$ cat src/rtl/logic_pkg.sv
// Shared definitions for the logic-unit arbiter: datapath width, function
// select encodings, output-register state encoding and the result payload.
package logic_pkg;

  localparam int unsigned DATA_W = 32;

  localparam logic FN_AND = 1'b0;
  localparam logic FN_XOR = 1'b1;

  typedef enum logic {
    OUT_EMPTY = 1'b0,
    OUT_FULL  = 1'b1
  } out_state_e;

  // Payload held in the output register (requester tag kept separately
  // because its width depends on the requester count).
  typedef struct packed {
    logic              fn;
    logic [DATA_W-1:0] data;
  } result_t;

endpackage

$ cat src/rtl/rr_arbiter.sv
// Combinational round-robin arbiter.
// Ports:
//   req     in  N     request vector
//   ptr     in  ID_W  highest-priority index for this cycle
//   en      in  1     arbitration enable; no grant when low
//   gnt     out N     one-hot grant (or zero)
//   gnt_idx out ID_W  index of the granted request
//   gnt_any out 1     a grant was issued
module rr_arbiter #(
  parameter int unsigned N    = 2,
  parameter int unsigned ID_W = $clog2(N)
) (
  input  logic [N-1:0]    req,
  input  logic [ID_W-1:0] ptr,
  input  logic            en,
  output logic [N-1:0]    gnt,
  output logic [ID_W-1:0] gnt_idx,
  output logic            gnt_any
);

  int unsigned idx;

  // Scan upward from ptr with wrap; the first asserted request wins.
  always_comb begin
    gnt     = '0;
    gnt_idx = '0;
    gnt_any = 1'b0;
    idx     = 0;
    if (en) begin
      for (int unsigned k = 0; k < N; k++) begin
        idx = (32'(ptr) + k) % N;
        if (!gnt_any && req[ID_W'(idx)]) begin
          gnt[ID_W'(idx)] = 1'b1;
          gnt_idx         = ID_W'(idx);
          gnt_any         = 1'b1;
        end
      end
    end
  end

endmodule

$ cat src/rtl/logic_unit_arbiter.sv
// Shares one AND/XOR logic unit between NUM_REQ requesters. A round-robin
// arbiter grants one request per cycle; the result lands in a one-entry
// output register tagged with the requester index.
// Ports:
//   clk, rst_n           clock, async active-low reset
//   req_valid/req_ready  per-requester handshake (req_ready one-hot or zero)
//   req_a, req_b         packed operands, requester i at [i*32 +: 32]
//   req_fn               per-requester function: 1 = XOR, 0 = AND
//   out_valid/out_ready  result handshake
//   out_data, out_id, out_fn  registered result, source tag, function used
module logic_unit_arbiter
  import logic_pkg::*;
#(
  parameter int unsigned NUM_REQ = 2,
  parameter int unsigned ID_W    = $clog2(NUM_REQ)
) (
  input  logic                      clk,
  input  logic                      rst_n,
  input  logic [NUM_REQ-1:0]        req_valid,
  output logic [NUM_REQ-1:0]        req_ready,
  input  logic [NUM_REQ*DATA_W-1:0] req_a,
  input  logic [NUM_REQ*DATA_W-1:0] req_b,
  input  logic [NUM_REQ-1:0]        req_fn,
  output logic                      out_valid,
  input  logic                      out_ready,
  output logic [DATA_W-1:0]         out_data,
  output logic [ID_W-1:0]           out_id,
  output logic                      out_fn
);

  out_state_e        state_q, state_d;
  logic [ID_W-1:0]   ptr_q, ptr_d;
  logic [ID_W-1:0]   id_q, id_d;
  result_t           res_q, res_d;

  logic [NUM_REQ-1:0] gnt;
  logic [ID_W-1:0]    gnt_idx;
  logic               gnt_any;
  logic               can_accept_c;
  logic               arb_en_c;
  logic [DATA_W-1:0]  a_sel, b_sel;
  logic               fn_sel;

  assign out_valid = (state_q == OUT_FULL);
  assign out_data  = res_q.data;
  assign out_fn    = res_q.fn;
  assign out_id    = id_q;

  // Accept when empty, or when the held result leaves this same cycle.
  assign can_accept_c = (state_q == OUT_EMPTY) | (out_ready & out_valid);
  // Reset also forces req_ready low combinationally.
  assign arb_en_c     = can_accept_c & rst_n;

  rr_arbiter #(
    .N    (NUM_REQ),
    .ID_W (ID_W)
  ) u_rr_arbiter (
    .req     (req_valid),
    .ptr     (ptr_q),
    .en      (arb_en_c),
    .gnt     (gnt),
    .gnt_idx (gnt_idx),
    .gnt_any (gnt_any)
  );

  assign req_ready = gnt;

  // Operand mux for the granted requester.
  assign a_sel  = req_a[gnt_idx*DATA_W +: DATA_W];
  assign b_sel  = req_b[gnt_idx*DATA_W +: DATA_W];
  assign fn_sel = req_fn[gnt_idx];

  // Next-state: load on handshake (drain folded in), otherwise drain or hold.
  always_comb begin
    state_d = state_q;
    ptr_d   = ptr_q;
    id_d    = id_q;
    res_d   = res_q;
    if (gnt_any) begin
      res_d.fn   = fn_sel;
      res_d.data = (fn_sel == FN_XOR) ? (a_sel ^ b_sel) : (a_sel & b_sel);
      id_d       = gnt_idx;
      state_d    = OUT_FULL;
      ptr_d      = (32'(gnt_idx) == NUM_REQ - 1) ? '0 : gnt_idx + ID_W'(1);
    end else if (out_valid && out_ready) begin
      state_d = OUT_EMPTY;
    end
  end

  always_ff @(posedge clk or negedge rst_n) begin
    if (!rst_n) begin
      state_q <= OUT_EMPTY;
      ptr_q   <= '0;
      id_q    <= '0;
      res_q   <= '0;
    end else begin
      state_q <= state_d;
      ptr_q   <= ptr_d;
      id_q    <= id_d;
      res_q   <= res_d;
    end
  end

endmodule
$ cat config.mk
export PLATFORM = sky130hd
export DESIGN_NAME = logic_unit_arbiter
export DESIGN_NICKNAME = d
export VERILOG_FILES = /design/src/rtl/logic_pkg.sv /design/src/rtl/rr_arbiter.sv /design/src/rtl/logic_unit_arbiter.sv
export SDC_FILE = /design/constraint.sdc
export NUM_CORES = 1
export LEC_CHECK = 0
export BUFFER_PORTS_ARGS = -buffer_cell sky130_fd_sc_hd__buf_2
export CAP_MARGIN = 20
export CORE_MARGIN = 2
export CORE_UTILIZATION = 40
export DETAILED_ROUTE_END_ITERATION = 16
export PLACE_DENSITY = 0.82
export SYNTH_ARGS = -nofsm -noshare
export SYNTH_HDL_FRONTEND = slang
export SYNTH_HIERARCHICAL = 1
export SYNTH_SLANG_ARGS = --single-unit
$ cat constraint.sdc
create_clock -name clk -period 2.68 [get_ports clk]
set_input_delay 0.804 -clock clk [delete_from_list [all_inputs] [get_ports clk]]
set_output_delay 0.804 -clock clk [all_outputs]
set_load 0.01 [all_outputs]
# --- After elaboration in Yosys (flattened, before gate mapping) ---
# Index checks and enable logic that the tools add are counted.
op_classes:
  mul: 0
  n_eq_ne: 0
  n_lt_le_gt_ge: 5
  reduce_logical: 6
  n_addsub: 2
  n_mux: 25
  n_div: 0
  n_shift: 2
  bitwise_logic: 7
ops:
  columns: ["op", "n"]
  rows:
  - ["64-bit by 7-bit indexed part select with 32-bit output", 2]
  - ["32-bit AND", 1]
  - ["32-bit 2-to-1 mux", 1]
  - ["32-bit XOR", 1]
  - ["1-bit 2-to-1 mux", 18]
  - ["2-bit 2-to-1 mux", 4]
  - ["1-bit by 2-bit less-than comparator with 1-bit output, second input constant", 3]
  - ["1-bit logical AND", 4]
  - ["1-bit adder, second input constant", 2]
  - ["1-bit AND", 2]
  - ["1-bit demux with 1-bit select", 2]
  - ["1-bit greater-or-equal comparator, second input constant", 2]
  - ["2-bit bitwise OR", 1]
  - ["2-bit nonzero test", 1]
  - ["1-bit logical NOT", 1]
  - ["1-bit NOT", 1]
  - ["1-bit bitwise OR", 1]
word_totals:
  romBits: 0
  latch_bits: 0
  elab_cells: 52
  mem_bits_rw: 0
  in_bits: 135
  output_inout_bits: 37
  n_memories: 0
  regBits: 36

# --- Depth between registers and ports, before layout ---
logic_depth:
  word_depth: 11
  depth_mapped: 11
  mapped_depth_nobuf: 8

# --- Cells and area by module ---
# The synthesis kept the hierarchy.
modules_own_cells:
  columns: ["module", "cells_each", "area_per_inst_um2", "seq_area_each_um2", "n_inst"]
  rows:
  - ["logic_unit_arbiter", 256, 2813.9, 900.9, 1]
  - ["rr_arbiter", 7, 33.8, 0.0, 1]

# --- Worst setup path before layout ---
# OpenSTA, ideal clock, no wires.
synth_path:
  path_type: "in2reg"
  startpoint: "input out_ready"
  endpoint: "register res_q (netlist bit out_data[13])"
  t_arrival_ns: 2.599
  setup_ns: 0.137
  stages: 11
  t_required_ns: 2.543
  setup_slack_ns: -0.056
  n_path_buf: 3
  cell_sequence: "nand2b_1 -> and2_1 -> nand2_1 -> a21oi_1 -> buf_2 -> buf_2 -> buf_2 -> mux2_2 -> ha_1 -> mux2i_1 -> a21oi_1"
synth_via:
  elab_chain_cells: 7
  word_cells_on_any_way: 12
  cone_classes: "shift (2); mux (5); bitwise (5)"
synth_rtl:
  columns: ["element", "line_no", "rtl"]
  rows:
  - ["start: declaration", "logic_unit_arbiter.sv:25", "input logic out_ready,"]
  - ["1-bit AND *", "logic_unit_arbiter.sv:50", "assign can_accept_c = (state_q == OUT_EMPTY) | (out_ready & out_valid);"]
  - ["1-bit bitwise OR *", "logic_unit_arbiter.sv:50", null]
  - ["1-bit AND *", "logic_unit_arbiter.sv:52", "assign arb_en_c = can_accept_c & rst_n;"]
  - ["net arb_en_c", "logic_unit_arbiter.sv:40", "logic arb_en_c;"]
  - ["1-bit 2-to-1 mux *", "rr_arbiter.sv:29", "if (en) begin"]
  - ["net gnt_idx", "logic_unit_arbiter.sv:37", "logic [ID_W-1:0] gnt_idx;"]
  - ["64-bit by 7-bit indexed part select with 32-bit output, or another cell as far along", "logic_unit_arbiter.sv:69", "assign a_sel = req_a[gnt_idx*DATA_W +: DATA_W];"]
  - ["32-bit AND, or another cell as far along", "logic_unit_arbiter.sv:81", "res_d.data = (fn_sel == FN_XOR) ? (a_sel ^ b_sel) : (a_sel & b_sel);"]
  - ["32-bit 2-to-1 mux *", "logic_unit_arbiter.sv:81", null]
  - ["end signal: assignment", "logic_unit_arbiter.sv:100", "res_q <= res_d;"]
  - ["end: declaration", "logic_unit_arbiter.sv:34", "result_t res_q, res_d;"]
# The timed path passes the listed nets; every way through them passes the cells marked *. The select of a mux whose other input is x is not followed.
# A chain may end at the register's enable or synchronous reset.

# --- Final worst setup path ---
layout_path:
  startpoint: "input out_ready"
  endpoint: "register res_q (netlist bit out_data[2])"
# Same word-level chain as after synthesis.

==> flow_summary_export.csv <==
group,metric,value,unit
drt,avgViaCountPerCell,4.89,
critical_path,end_kind,"flop",
timing,finalCriticalPeriod,2.41,ns
drt,routed_wl,6850,um
drt,dr.pass1.iters,4,
cells_and_area,multi_input_area,1840,sq um
clock_network,cts.sinks,36,
floorplan,die-area,7810,sq um
synthesis,synth_xor_area_share,0,%
grt,grt_antenna_before_repair,0,
power_and_ir_drop,p_int,1.24,mW
status,status,"finished, final reports clean",
power_and_ir_drop,combPwrFrac,39.5,%
critical_path,slowest_delay,0.37,ns
timing,rsz0062_at_grt,"false",
critical_path,required,2.83,ns
drt,vias,2579,
placed_design,dp_hpwl,5630,um
floorplan,rows,30,
critical_path,crit_type,"in2reg",
critical_path,cp_top_family,"multiplexers",
critical_path,cpMaxStageDelayCell,"mux2_2",
clock_network,htree_levels,2,
clock_network,cts_tree,"done",
min_path,holdCritPathClass,"reg2reg",
clock_network,numCtsBuffers,5,
synthesis,syn_area_per_cell,10.8,sq um
run,drv_cap,0,
power_and_ir_drop,switchingPower,0.603,mW
timing,worstMarginPinSlew,0.460,ns
drt,post_drt_wl_per_cell,13.0,um
synthesis,netlist_area,2850,sq um
timing,period_share,89.9,%
critical_path,crit_arrival,2.56,ns
floorplan,start_util,41.7,%
floorplan,coreArea,6830,sq um
cells_and_area,drive_above_1_share,53.6,%
power_and_ir_drop,p_clk_share,21.1,%
clock_network,root_buffer,"clkbuf_8",
power_and_ir_drop,power_density,469,nW/um^2
synthesis,synth_fa_ha_area_share,14.1,%
floorplan,die_w,88.4,um
drt,drcViolationCount,0,
critical_path,cp-start-kind,"input port",
cells_and_area,finish.net_count,597,
synthesis,synth_compound_area_share,6.59,%
synthesis,synth.net_count,430,
cells_and_area,synthToLayoutAreaGrowth,37.7,%
synthesis,netlist_instances,263,
critical_path,crit_path_cell_trace,"buf_2, nand2b_1, and2_1, nand2_1, a21oi_4, buf_12, mux2_2, ha_1, mux2i_1, a21oi_1",
power_and_ir_drop,power.leakage,2.03,nW
drt,initialDrtViolationCount,23,
synthesis,synth_seq_area_share,31.6,%
placed_design,placed_cell_area,3830,sq um
floorplan,io_pins,172,
synthesis,ys_warn_count,6,
grt,grt_pass1_wl,10300,um
critical_path,critical_path.max_fanout,35,
floorplan,die_h,88.4,um
timing,relSlewSlack,69.3,%
clock_network,ctsResizeCount,0,
grt,grt_use_total,16.7,%
power_and_ir_drop,seqPwrFrac,39.4,%
placed_design,io_buffers,171,
clock_network,clock_latency,0.28,ns
drt,antenna_left,0,
clock_network,clk_pin_slew,0.07,ns
synthesis,synthSimpleGateAreaFrac,5.27,%
clock_network,hold_buffers,0,
synthesis,synth_top_family_by_area,"multiplexers",
placed_design,gp_congestion,0.743,
grt,grt_overflow,0,
cells_and_area,regArea,901,sq um
timing,hold_viol,0,
timing,tns,0,ns
grt,grt_pass1_vias,2499,
power_and_ir_drop,p_sw_share,32.8,%
grt,grt_max_degree,37,
synthesis,synthMuxAreaShare,38.1,%
critical_path,path_buf_inv,2,
clock_network,cts.path.max_buffers,2,
placed_design,dp.cells,519,
synthesis,ys_types,16,
timing,fmaxAchievable,415,MHz
power_and_ir_drop,power,1.84,mW
clock_network,post-cts-setup-buffer-count,0,
timing,drv_slew,0,
cells_and_area,num_antenna_cells,0,
power_and_ir_drop,ir_drop,0.257,mV
timing,skew,0.00199,ns
cells_and_area,design_area,3920,sq um
synthesis,ys_ff_latch,36,
cells_and_area,fillerInstances,632,
cells_and_area,final_cell_count_no_fill,527,
timing,setup_viol,0,
logic make-up after synthesis:
| group | after synthesis |
|---|---|
| compound gates | 37 |
| fa+ha+maj | 32 |
| buf+inv | 21 |
| flops | 36 |
| mux | 99 |
| simple gates | 38 |
routing by layer:
metal,share of wire [%],vias to the layer above,track usage (%)
met3,6.7,11,3.36
met4,1.1,0,4.55
met1,39,1185,17.7
met5,0,-,0
li1,-,1280,-
met2,53,103,32.9
cell type report:
type / instances / share of cell area (%)
Multi-Input combinational cell: 206 / 46.8
Clock inverter: 2 / 0.255
Inverter: 2 / 0.191
Tap cell: 96 / 3.06
Timing Repair Buffer: 179 / 24.6
Clock buffer: 6 / 2.11
Sequential cell: 36 / 23.0
worst register-to-register path: stages, from the launching register on:
cell and delay (ns):
dfrtp_1 0.39, nand2b_1 0.09, and2_1 0.14, nand2_1 0.10
a21oi_4 0.20, buf_12 0.24, mux2_2 0.39, ha_1 0.30
mux2i_1 0.14, a21oi_1 0.09
cell usage in the layout, fill, tap and decap left out, types with 4 or more instances in the layout:
master	netlist	final
nor2_1	33	33
ha_1	32	32
mux2i_1	33	33
buf_2	9	171
mux2_1	24	24
dfrtp_1	36	36
buf_12	0	4
a21oi_1	36	35
clkbuf_8	0	6
mux2_2	41	41
buf_4	0	4
synthesized netlist by cell type (all sizes together):
master	number	area [sq um]
nor2	33	124
nand2	2	7.51
clkbuf	7	26.3
nand2b	2	12.5
and2	1	6.26
a21oi	36	180
o21a	1	7.51
dfrtp	36	901
ha	32	400
buf	12	90.1
inv	2	7.51
mux2i	34	353
mux2	65	732
flip-flops by register name, summed over array words and instances, names as in the netlist:
signal,flops
out_data,32
out_id,1
out_fn,1
out_valid,1
ptr_q,1
stage by stage:
stage	setup slack, ns	util [%]	hold WS [ns]
3_3_place_gp	0.0269	56.1	0.488
4_1_cts	0.261	57.4	0.524
5_1_grt	0.167	57.4	0.544
3_5_place_dp	-0.0435	56.1	0.504
2_1_floorplan	0.0393	-	0.508
6_report	0.270	57.4	0.515
power by group through the flow:
stage | Combinational, mW | Clock [mW] | Sequential (mW)
6_report | 0.727 | 0.389 | 0.725
5_1_grt | 0.815 | 0.434 | 0.737
4_1_cts | 0.742 | 0.409 | 0.726
3_5_place_dp | 0.740 | 0 | 0.734
3_3_place_gp | 0.709 | 0 | 0.728
2_1_floorplan | 0.372 | 0 | 0.788
path summary, 6_finish.rpt:
path	from	endpoint	slack, ns	cells past startpoint
min reg2reg	out_id	out_id	0.51	1
max	out_ready	out_data[2]	0.27	10
max in group asynchronous	rst_n	out_data[29]	1.76	2
min	out_id	out_id	0.51	1
min in group asynchronous	rst_n	out_data[11]	0.59	2
max reg2reg	out_valid	out_data[2]	0.49	9
Power figures use the tool's default switching activity.
